--- src/rtl/peripheral_bus_bridge.sv ---
// Valid/ready host port to peripheral register file and 256x32 memory bridge.
// One transaction in flight; decodes COUNT/CONFIG/STATUS and the memory window.
module peripheral_bus_bridge #(
  parameter int MEM_RD_LATENCY = 1
) (
  input  logic        clk,
  input  logic        reset,
  input  logic        req_valid,
  output logic        req_ready,
  input  logic        req_write,
  input  logic [11:0] req_addr,
  input  logic [31:0] req_wdata,
  output logic        rsp_valid,
  input  logic        rsp_ready,
  output logic [31:0] rsp_rdata,
  output logic        rsp_err,
  output logic        count_we,
  output logic [31:0] count_in,
  input  logic [31:0] count_out,
  output logic        config_we,
  output logic        en_in,
  output logic        dir_in,
  output logic        ire_in,
  input  logic        en_out,
  input  logic        dir_out,
  input  logic        ire_out,
  input  logic        lt_1k_out,
  output logic        mem_write_en,
  output logic [7:0]  mem_address,
  output logic [31:0] mem_data_in,
  input  logic [31:0] mem_data_out
);

  localparam logic [1:0] IDLE  = 2'd0;
  localparam logic [1:0] EXEC  = 2'd1;
  localparam logic [1:0] MWAIT = 2'd2;
  localparam logic [1:0] RESP  = 2'd3;

  localparam logic [2:0] TGT_COUNT  = 3'd0;
  localparam logic [2:0] TGT_CONFIG = 3'd1;
  localparam logic [2:0] TGT_STATUS = 3'd2;
  localparam logic [2:0] TGT_MEM    = 3'd3;
  localparam logic [2:0] TGT_ERR    = 3'd4;

  localparam logic [2:0] WAIT_LAST = 3'(MEM_RD_LATENCY - 1);

  logic [1:0]  state;
  logic        wr_q;
  logic [2:0]  tgt_q;
  logic [2:0]  wait_cnt;
  logic [2:0]  req_tgt;
  logic [31:0] reg_rdata;

  // Misaligned, unmapped and STATUS writes all collapse to TGT_ERR.
  function automatic logic [2:0] decode_target(input logic [11:0] addr,
                                               input logic        wr);
    logic [2:0] tgt;
    tgt = TGT_ERR;
    if (addr[1:0] == 2'b00) begin
      if (addr[11:10] == 2'b01) begin
        tgt = TGT_MEM;
      end else begin
        case (addr)
          12'h000: tgt = TGT_COUNT;
          12'h004: tgt = TGT_CONFIG;
          12'h008: tgt = wr ? TGT_ERR : TGT_STATUS;
          default: tgt = TGT_ERR;
        endcase
      end
    end
    return tgt;
  endfunction

  assign req_tgt   = decode_target(req_addr, req_write);
  assign req_ready = (state == IDLE);
  assign rsp_valid = (state == RESP);

  always_comb begin
    reg_rdata = 32'd0;
    case (tgt_q)
      TGT_COUNT:  reg_rdata = count_out;
      TGT_CONFIG: reg_rdata = {29'd0, ire_out, dir_out, en_out};
      TGT_STATUS: reg_rdata = {31'd0, lt_1k_out};
      default:    reg_rdata = 32'd0;
    endcase
  end

  // Strobes are registered at acceptance so they are high for exactly the EXEC cycle.
  always_ff @(posedge clk or posedge reset) begin
    if (reset) begin
      state        <= IDLE;
      wr_q         <= 1'b0;
      tgt_q        <= TGT_ERR;
      wait_cnt     <= 3'd0;
      rsp_rdata    <= 32'd0;
      rsp_err      <= 1'b0;
      count_we     <= 1'b0;
      count_in     <= 32'd0;
      config_we    <= 1'b0;
      en_in        <= 1'b0;
      dir_in       <= 1'b0;
      ire_in       <= 1'b0;
      mem_write_en <= 1'b0;
      mem_address  <= 8'd0;
      mem_data_in  <= 32'd0;
    end else begin
      count_we     <= 1'b0;
      config_we    <= 1'b0;
      mem_write_en <= 1'b0;
      case (state)
        IDLE: begin
          if (req_valid) begin
            wr_q         <= req_write;
            tgt_q        <= req_tgt;
            count_in     <= req_wdata;
            en_in        <= req_wdata[0];
            dir_in       <= req_wdata[1];
            ire_in       <= req_wdata[2];
            mem_data_in  <= req_wdata;
            mem_address  <= req_addr[9:2];
            count_we     <= req_write && (req_tgt == TGT_COUNT);
            config_we    <= req_write && (req_tgt == TGT_CONFIG);
            mem_write_en <= req_write && (req_tgt == TGT_MEM);
            state        <= EXEC;
          end
        end
        EXEC: begin
          if (!wr_q && (tgt_q == TGT_MEM)) begin
            wait_cnt <= 3'd0;
            state    <= MWAIT;
          end else begin
            rsp_err   <= (tgt_q == TGT_ERR);
            rsp_rdata <= wr_q ? 32'd0 : reg_rdata;
            state     <= RESP;
          end
        end
        MWAIT: begin
          if (wait_cnt == WAIT_LAST) begin
            rsp_rdata <= mem_data_out;
            rsp_err   <= 1'b0;
            state     <= RESP;
          end else begin
            wait_cnt <= wait_cnt + 3'd1;
          end
        end
        RESP: begin
          if (rsp_ready) begin
            state <= IDLE;
          end
        end
        default: state <= IDLE;
      endcase
    end
  end

endmodule
--- config.mk ---
export PLATFORM = sky130hd
export DESIGN_NAME = peripheral_bus_bridge
export DESIGN_NICKNAME = d
export VERILOG_FILES = /design/src/rtl/peripheral_bus_bridge.sv
export SDC_FILE = /design/constraint.sdc
export NUM_CORES = 1
export LEC_CHECK = 0
export ABC_AREA = 1
export BUFFER_PORTS_ARGS = -buffer_cell sky130_fd_sc_hd__buf_4
export CAP_MARGIN = 25
export CORE_MARGIN = 2
export CORE_UTILIZATION = 40
export DETAILED_ROUTE_END_ITERATION = 16
export HOLD_SLACK_MARGIN = 0.1
export PLACE_DENSITY = 0.85
export SYNTH_ARGS = -nofsm -noshare
export SYNTH_HDL_FRONTEND = slang
export SYNTH_SLANG_ARGS = --single-unit
export TNS_END_PERCENT = 1
--- constraint.sdc ---
create_clock -name clk -period 2.3 [get_ports clk]
set_input_delay 0.115 -clock clk [delete_from_list [all_inputs] [get_ports clk]]
set_output_delay 0.115 -clock clk [all_outputs]
set_load 0.01 [all_outputs]
==> run metrics, run 1 <==
critical path cell sequence inv_1 > ha_1 > buf_4 > nand3_1 > nand2_2 > nand2_8 > nor2_1 > a21oi_1; Rel. slew slack 50.7%; number of distinct library cell variants in the gate-level netlist after synthesis 30; number of placed instances, taps included 823; Die Area 0.0116 sq mm; deepest clock path buffer count 2; buffer count from post-CTS setup fixing 0; Area contributors post-synth dfrtp_1 (49%), nand2_1 (20%), buf_4 (6.3%); ant diodes 0; total nets after synthesis 632; DRC violations left 0; Worst EP arrival 2370 ps; GRT Resource Usage Total 23.4%; cell type with the highest aggregate area in the netlist dfrtp_1; Clock Skew 12.4 ps; detailed-route vias per instance 4.83; Largest delay share family, worst path simple AND/OR/NAND/NOR gates; first-pass GRT wire length 21300 um; instance count on the critical path 8; pin count of the biggest net entering global routing 65; Worst Max-Slew Pin Slew 738 ps; number of optimization iterations in the first detailed-route pass 5; final setup violation count 0; share of the synthesized area in the top cell type 48.8%; CP Capture Type register; Startpoint Class register; netlist area before placement 0.00431 sq mm; end point of the critical path rsp_rdata[0]; Buf/Inv on CP 2; Period minus WS final 2130 ps; r2r setup slk 170 ps; final sum of negative setup slack 0 ps; half-perimeter wire length after placement 8960 um; antenna violations before repair 0; Clock Latency Late Sink 350 ps; count of boundary I/O pins 230; cell at the root of the clock tree clkbuf_8; required time of the worst setup path 2540 ps; area of the core 0.0104 sq mm; sum of routed wire length over all layers 13800 um; capturing point of the worst reg2reg path rsp_rdata[0]; max-capacitance violation count 0; number of antenna-violating nets in the routed design 0; DR iter-0 viols 336; DIE HEIGHT 108 um; power per cell area 1180 mW/mm^2; peak ir drop on the vdd network 0.00116 V; number of nets at the end of the flow 897; sequential-to-total area share from yosys stat 49.4%; row count 37; maximum operating frequency 0.469 GHz; total of buffers placed on input and output ports 229; number of global-route vias before repair 4397; clock tree from TritonCTS yes; synthesis warning total 0; Reg-to-Reg Start state[0]; initial core utilization 41.6%; width of the chip 108 um; Cell Count, Final, Fillers Out 914; post-synthesis to final-layout area growth 58.5%; Final Hold Violating Endpoints 0; Max stage delay cell, worst path dfrtp_1; beginning of the critical path state[0]; class of the worst hold path input port to register; TritonCTS sink count 85; clock slew at reported path FFs 90 ps; Vias 4416; share of final-layout standard cells stronger than drive strength 1 36.6%; maximum fanout along the worst path 64; worst-case reg-to-reg path depth 8; result of the run complete, no violations; # resized after CTS 0; ratio of final minimum period to clock period 92.7%; gate count of the mapped netlist 509; mean area per synthesized cell 8.47 sq um; count of hold-fix buffers inserted at cts 76; DR WL/cell 15.1 um; Lkg Pwr 0.00361 uW; unrepaired setup endpoints after global routing no; Max Transition Viols Final 0; CTS buffer count 9; type of the worst setup path register to register; maximum single-stage delay on the critical path 430 ps; Yosys reg bits 85; H-tree depth 3; GRT Residual Overflow 0; final RePlAce weighted congestion 0.840
## report_power, final
group	total [uW]	switching [uW]	internal, uW
sequential	2560	461	2100
combinational	4280	2370	1910
clock	1240	528	713
## sequential cells by signal, summed over array words and instances (netlist names)
register,cells
mem_write_en,1
wr_q,1
wait_cnt,3
rsp_err,1
rsp_rdata,32
state,2
mem_address,8
mem_data_in,32
config_we,1
count_we,1
tgt_q,3
## synthesized netlist by cell type
master    count
o21ai_0       8
nor2_2        2
o21bai_1      1
clkinv_2      1
a21oi_1       3
dfrtp_1      84
nand3_1       8
o22ai_1       1
nand4_1       3
o21ai_2      13
a21boi_2     10
buf_8         1
dfstp_2       1
buf_6         6
buf_12        1
nand2_1     227
nand2_8       1
nor2_1       18
nor3_1        2
clkbuf_1      9
nand4_4       1
o21ai_1      18
buf_4        36
nand2_2       2
inv_2         4
xor2_1        1
a21boi_0     19
buf_2         4
inv_1        18
ha_1          6
## stage by stage
step	worst slack [ps]	util (%)	area, sq um	power, uW	hold WS (ps)
4_1_cts	187	65.9	6830	8070	103
2_1_floorplan	822	-	4310	5380	225
3_5_place_dp	265	56.3	5840	6690	291
6_report	168	65.9	6830	8080	123
5_1_grt	8.01	65.9	6830	8650	129
3_3_place_gp	46.3	56.2	5830	6490	275
## kinds of logic (layout without fill, tap and decap cells)
| kind of cell | Yosys count | in the layout | synth area share, % |
|---|---|---|---|
| XOR/XNOR | 1 | 1 | 0.203 |
| adder cells (fa/ha/maj) | 6 | 6 | 1.74 |
| buffers and inverters | 80 | 349 | 11.9 |
| AND/OR/NAND/NOR | 264 | 264 | 24.5 |
| flip-flops | 85 | 85 | 49.4 |
| AO/OA/AOI/OAI | 73 | 73 | 12.3 |
## tightest hold or removal path, delay by kind of cell
kind	cells	cell delay [ps]
buf+inv	1	80
compound gates	2	210
simple gates	1	40
## layout make-up
class	count	area, sq um
Clock buffer	10	128
Clock inverter	5	100
Fill cell	780	3540
Inverter	23	91.3
Multi-Input combinational cell	344	1670
Sequential cell	85	2130
Tap cell	136	170
Timing Repair Buffer	311	2540
## cell usage in the layout, fill, tap and decap left out
| master | instances |
|---|---|
| clkinvlp_4 | 1 |
| o21ai_2 | 13 |
| o21ai_0 | 8 |
| nand2_2 | 2 |
| dlygate4sd3_1 | 76 |
| clkbuf_1 | 1 |
| nand4_1 | 3 |
| inv_2 | 4 |
| a21boi_2 | 10 |
| nand2_8 | 1 |
| inv_1 | 17 |
| xor2_1 | 1 |
| nand2_1 | 227 |
| a21oi_1 | 3 |
| dfstp_2 | 1 |
| o21bai_1 | 1 |
| o21ai_1 | 18 |
| nand4_4 | 1 |
| nor2_2 | 2 |
| buf_4 | 233 |
| a21boi_0 | 19 |
| clkbuf_8 | 9 |
| buf_12 | 1 |
| ha_1 | 6 |
| nand3_1 | 8 |
| dfrtp_1 | 84 |
| clkinv_2 | 3 |
| nor3_1 | 2 |
| nor2_1 | 18 |
| o22ai_1 | 1 |
| bufinv_16 | 3 |
| buf_8 | 1 |
## metal layers
| metal | wire (um) | GRT usage, % | share of wire, % |
|---|---|---|---|
| met3 | 638 | 3.75 | 4.6 |
| met1 | 5100 | 25.4 | 37 |
| met2 | 7610 | 43.5 | 55 |
| met5 | 0 | 0 | 0 |
| met4 | 474 | 12.1 | 3.4 |
## worst min path at each step
| stage | start | to | slack (ps) | depth (start not counted) |
|---|---|---|---|---|
| after floorplan | req_addr[4] | mem_address[2] | 220 | 2 |
| after global placement | reset | rsp_rdata[26] | 270 | 2 |
| after detailed placement | reset | rsp_rdata[27] | 290 | 2 |
| after CTS | mem_data_out[9] | rsp_rdata[9] | 100 | 4 |
| after global routing | mem_data_out[21] | rsp_rdata[21] | 130 | 4 |
| final | mem_data_out[9] | rsp_rdata[9] | 120 | 4 |
No activity file was read; power rests on OpenSTA's default activity.
==> run 2, diff against run 1 <==
SETUP_SLACK_MARGIN = 0.4   (was unset)
==> run 2 against run 1 <==
Against the previous run: sequential power about the same; worst hold slack improved by 1.5 ps; clock power about the same; utilization increased by 0.58 points; clock-buffer cell count unchanged; clock skew increased by 4.4 ps; critical endpoint unchanged.
==> run metrics, run 2 (synthesis gave the netlist of run 1 again) <==
DIE HEIGHT 108 um; ratio of final minimum period to clock period 79.5%; cell at the root of the clock tree clkbuf_8; number of optimization iterations in the first detailed-route pass 4; H-tree depth 3; Lkg Pwr 0.00363 uW; DR WL/cell 15.6 um; GRT Resource Usage Total 24.1%; buffer count from post-CTS setup fixing 0; antenna violations before repair 0; sum of routed wire length over all layers 14300 um; pin count of the biggest net entering global routing 43; required time of the worst setup path 2580 ps; final RePlAce weighted congestion 0.840; Worst EP arrival 2100 ps; DRC violations left 0; TritonCTS sink count 85; maximum operating frequency 0.547 GHz; count of boundary I/O pins 230; half-perimeter wire length after placement 8960 um; registers with the highest flip-flop counts mem_data_in (32), rsp_rdata (32), mem_address (8); Startpoint Class register; most common library cell in the layout ignoring fill and taps buf_4; Die Area 0.0116 sq mm; GRT Residual Overflow 0; class of the worst hold path input port to register; CTS buffer count 9; post-synthesis to final-layout area growth 59.9%; maximum fanout along the worst path 36; Rel. slew slack 49.3%; clock slew at reported path FFs 100 ps; CP Capture Type register; final setup violation count 0; end-of-flow core utilization 66.4%; number of antenna-violating nets in the routed design 0; width of the chip 108 um; max-capacitance violation count 0; Period minus WS final 1830 ps; type of the worst setup path register to register; peak ir drop on the vdd network 0.000943 V; worst slack after detailed placement 265 ps; final sum of negative setup slack 0 ps; area of the core 0.0104 sq mm; unrepaired setup endpoints after global routing yes; Vias 4444; Final Hold Violating Endpoints 0; commonest cells after routing, fill and taps aside buf_4 (232), nand2_1 (227), dfrtp_1 (84), dlygate4sd3_1 (77), a21boi_0 (19); Worst Max-Slew Pin Slew 758 ps; worst path setup slack after routing 472 ps; initial core utilization 41.6%; number of nets at the end of the flow 899; result of the run complete, no violations; share of final-layout standard cells stronger than drive strength 1 36.9%; deepest clock path buffer count 2; row count 37; number of global-route vias before repair 4485; DR iter-0 viols 312; detailed-route vias per instance 4.85; ant diodes 0; total of buffers placed on input and output ports 229; Max Transition Viols Final 0; Clock Skew 16.8 ps; clock tree from TritonCTS yes; power per cell area 1200 mW/mm^2; first-pass GRT wire length 21800 um; Clock Latency Late Sink 360 ps
[run 2: cell types whose count changed in the layout (fill, tap and decap cells not counted)]
cell,before,now
nand2_2,2,1
nand3_1,8,7
nand3_2,0,1
nand2_4,0,1
nor2_4,0,1
nand2_8,1,2
ha_1,6,5
dlygate4sd3_1,76,77
nor2_2,2,1
ha_2,0,1
buf_4,233,232
buf_12,1,2
[run 2: critical path, stage by stage, from the launching register on]
cell	delay, ps
dfrtp_1	430
inv_1	110
ha_2	230
buf_12	200
nand3_2	130
nand2_4	160
nand2_8	170
inv_2	120
nor2_1	50
a21oi_1	120
[run 2: through the flow]
step	hold WS, ps	std cells	area (sq um)	total power (uW)
3_5_place_dp	291	823	5840	6690
6_report	124	916	6890	8250
4_1_cts	103	916	6880	8190
3_3_place_gp	275	822	5830	6490
5_1_grt	130	916	6890	8800
2_1_floorplan	225	509	4310	5380
[run 2: repair_timing]
item / CTS / global route
gates resized for setup: 5 / 3
setup endpoints to repair: 33 / 33
cloned: 1 / 0
hold buffers: 77 / 0
endpoints found under the hold margin: 104 / 0
pin swaps: 1 / 2
[run 2: worst paths after layout]
kind	startpoint	endpoint	slack, ps	cells past startpoint
worst min-delay path	mem_data_out[12]	rsp_rdata[12]	120	4
max in group asynchronous	reset	tgt_q[2]	1110	4
worst min register to register	rsp_rdata[28]	rsp_rdata[28]	490	2
worst max register to register	state[0]	rsp_rdata[0]	470	9
min in group asynchronous	reset	rsp_rdata[8]	450	3
worst max-delay path	state[0]	rsp_rdata[0]	470	9
[run 2: layer usage]
| layer | part of all wire (%) | vias up | track usage, % |
|---|---|---|---|
| li1 | - | 2094 | - |
| met2 | 54 | 185 | 44.2 |
| met5 | 0 | - | 0 |
| met3 | 5.1 | 48 | 4.12 |
| met1 | 37 | 2117 | 26.3 |
| met4 | 3.9 | 0 | 13.2 |
[run 2: where the power goes]
part	switching [uW]	internal (uW)	leakage, uW
combinational	2470	1970	0.00242
clock	531	713	0.000116
sequential	462	2100	0.00109
[run 2: final cells by class]
cell class	count	area, sq um
timing repair buffer	312	2570
fill	774	3480
tap	136	170
sequential	85	2130
clock inverter	5	100
inverter	23	91.3
clock buffer	10	128
multi-input combinational	345	1700
==> run 3, diff against run 2 <==
PLACE_DENSITY = 0.83   (was 0.85)
clock period = 1.74 ns   (was 2.3 ns; I/O delays follow)
==> run 3 against run 2 <==
Against the previous run: highest routed layer unchanged; sequential power increased by 31%; combinational power increased by 62%; utilization increased by 4.8 points; sequential cell count unchanged; critical path type unchanged; final cell count increased by 3.8%; critical endpoint is now rsp_rdata[7]; clock-buffer cell count increased by 4; critical path depth decreased by 2; wire length increased by 15%.
==> run metrics, run 3 (synthesis gave the netlist of run 1 again) <==
result of the run complete, no violations; Flop pwr share 28.2%; max-capacitance violation count 0; area of the core 0.0104 sq mm; antenna violations before repair 0; maximum operating frequency 0.647 GHz; type of the worst setup path register to register; number of nets at the end of the flow 933; CP Capture Type register; Reg-to-Reg Start state[1]; number of optimization iterations in the first detailed-route pass 5; most common library cell in the layout ignoring fill and taps buf_4; GRT Residual Overflow 0; clock tree from TritonCTS yes; share of final-layout standard cells stronger than drive strength 1 39.6%; switching part of the total 43.6%; Lkg Pwr 0.00382 uW; DIE HEIGHT 108 um; clock slew at reported path FFs 90 ps; maximum single-stage delay on the critical path 430 ps; Final Hold Violating Endpoints 0; DRC violations left 0; Clock Skew 7.73 ps; Worst Max-Slew Pin Slew 469 ps; post-synthesis to final-layout area growth 71.4%; count of boundary I/O pins 230; H-tree depth 3; Buf/Inv on CP 2; required time of the worst setup path 2020 ps; number of global-route vias before repair 5184; CTS buffer count 9; Vias 4877; half-perimeter wire length after placement 8910 um; Rel. slew slack 68.7%; Period minus WS final 1550 ps; TritonCTS sink count 85; Final Total Pwr 11900 uW; row count 37; Comb pwr share 60.8%; beginning of the critical path state[1]; peak ir drop on the vdd network 0.000981 V; DR iter-0 viols 442; GRT Resource Usage Total 28.6%; critical path cell sequence buf_6 > inv_6 > ha_4 > nand2_4 > nand2_8 > nand2_4 > o21ai_1; Worst EP arrival 1820 ps; class of the worst hold path input port to register; power per cell area 1610 mW/mm^2; DR WL/cell 17.2 um; cell at the root of the clock tree clkbuf_8; hold path start mem_data_out[4]; detailed-route vias per instance 5.13; Die Area 0.0116 sq mm; switching power 5180 uW; final RePlAce weighted congestion 0.836; commonest cells after routing, fill and taps aside buf_4 (241), nand2_1 (225), dlygate4sd3_1 (86), dfrtp_1 (84), o21ai_1 (18); Cell Count, Final, Fillers Out 951; proportion of power drawn by the clock network 11.0%; ratio of final minimum period to clock period 88.8%; Largest delay share family, worst path simple AND/OR/NAND/NOR gates; maximum fanout along the worst path 8; Internal 6710 uW; unrepaired setup endpoints after global routing yes; first-pass GRT wire length 25400 um; deepest clock path buffer count 2; Most common cell on crit path nand2_4; Max Transition Viols Final 0; width of the chip 108 um; final setup violation count 0; sum of routed wire length over all layers 16400 um; registers with the highest flip-flop counts mem_data_in (32), rsp_rdata (32), mem_address (8); number of antenna-violating nets in the routed design 0; Clock Latency Late Sink 360 ps; Startpoint Class register; initial core utilization 41.6%; number of placed instances, taps included 832; Max stage delay cell, worst path dfrtp_1; total of buffers placed on input and output ports 229; pin count of the biggest net entering global routing 86
run 3: power groups by stage:
| stage | clock, uW | combinational, uW | sequential (uW) |
|---|---|---|---|
| floorplan | 0 | 3510 | 3600 |
| detailed placement | 0 | 5680 | 3350 |
| finish | 1310 | 7230 | 3350 |
| global placement | 0 | 5460 | 3290 |
| CTS | 1330 | 7040 | 3330 |
| global route | 1420 | 7760 | 3430 |
run 3: per-stage QoR:
step	area (sq um)	hold WS, ps	utilization [%]	setup slack, ps	TNS, ps
2_1_floorplan	4310	197	-	262	0
3_3_place_gp	5920	250	57.1	-404	-9790
3_5_place_dp	5930	262	57.2	-221	-6230
4_1_cts	7380	101	71.2	272	0
5_1_grt	7380	108	71.2	150	0
6_report	7390	121	71.2	195	0
run 3: worst register-to-register path, stage by stage, from the launching register on:
cell and delay [ps]:
dfrtp_1 430, buf_6 150, inv_6 60, ha_4 170, nand2_4 80, nand2_8 210, nand2_4 180, o21ai_1 190
run 3: routing by layer:
metal	wire length, um	global-route usage [%]	vias to the layer above
met3	1150	5.15	94
met2	8400	49.1	284
li1	-	-	2173
met1	5820	32.4	2326
met4	1010	18.7	0
met5	0	0	-
run 3: area by class of cell:
type                       instances  area (sq um)
fill                             700          2980
multi-input combinational        351          1870
inverter                          23           105
clock buffer                      14           173
tap                              136           170
antenna                            1          2.50
sequential                        85          2130
clock inverter                     1          5.00
timing repair buffer             340          2930
run 3: what timing repair did:
action | 4_1_cts | 5_1_grt
setup endpoints to repair | 86 | 86
pin swaps | 10 | 1
hold buffers | 86 | 0
cloned | 10 | 0
setup buffers | 7 | 0
hold endpoints to repair | 158 | 0
gates resized for setup | 41 | 0
run 3: worst paths after layout:
path                                        to  slack [ps]  cells after the start
worst min-delay path              rsp_rdata[4]         120                      4
worst max-delay path              rsp_rdata[7]         190                      7
min in group asynchronous         rsp_rdata[5]         430                      4
worst max register to register    rsp_rdata[7]         190                      7
worst min register to register  mem_address[5]         490                      2
max in group asynchronous             tgt_q[2]         920                      4
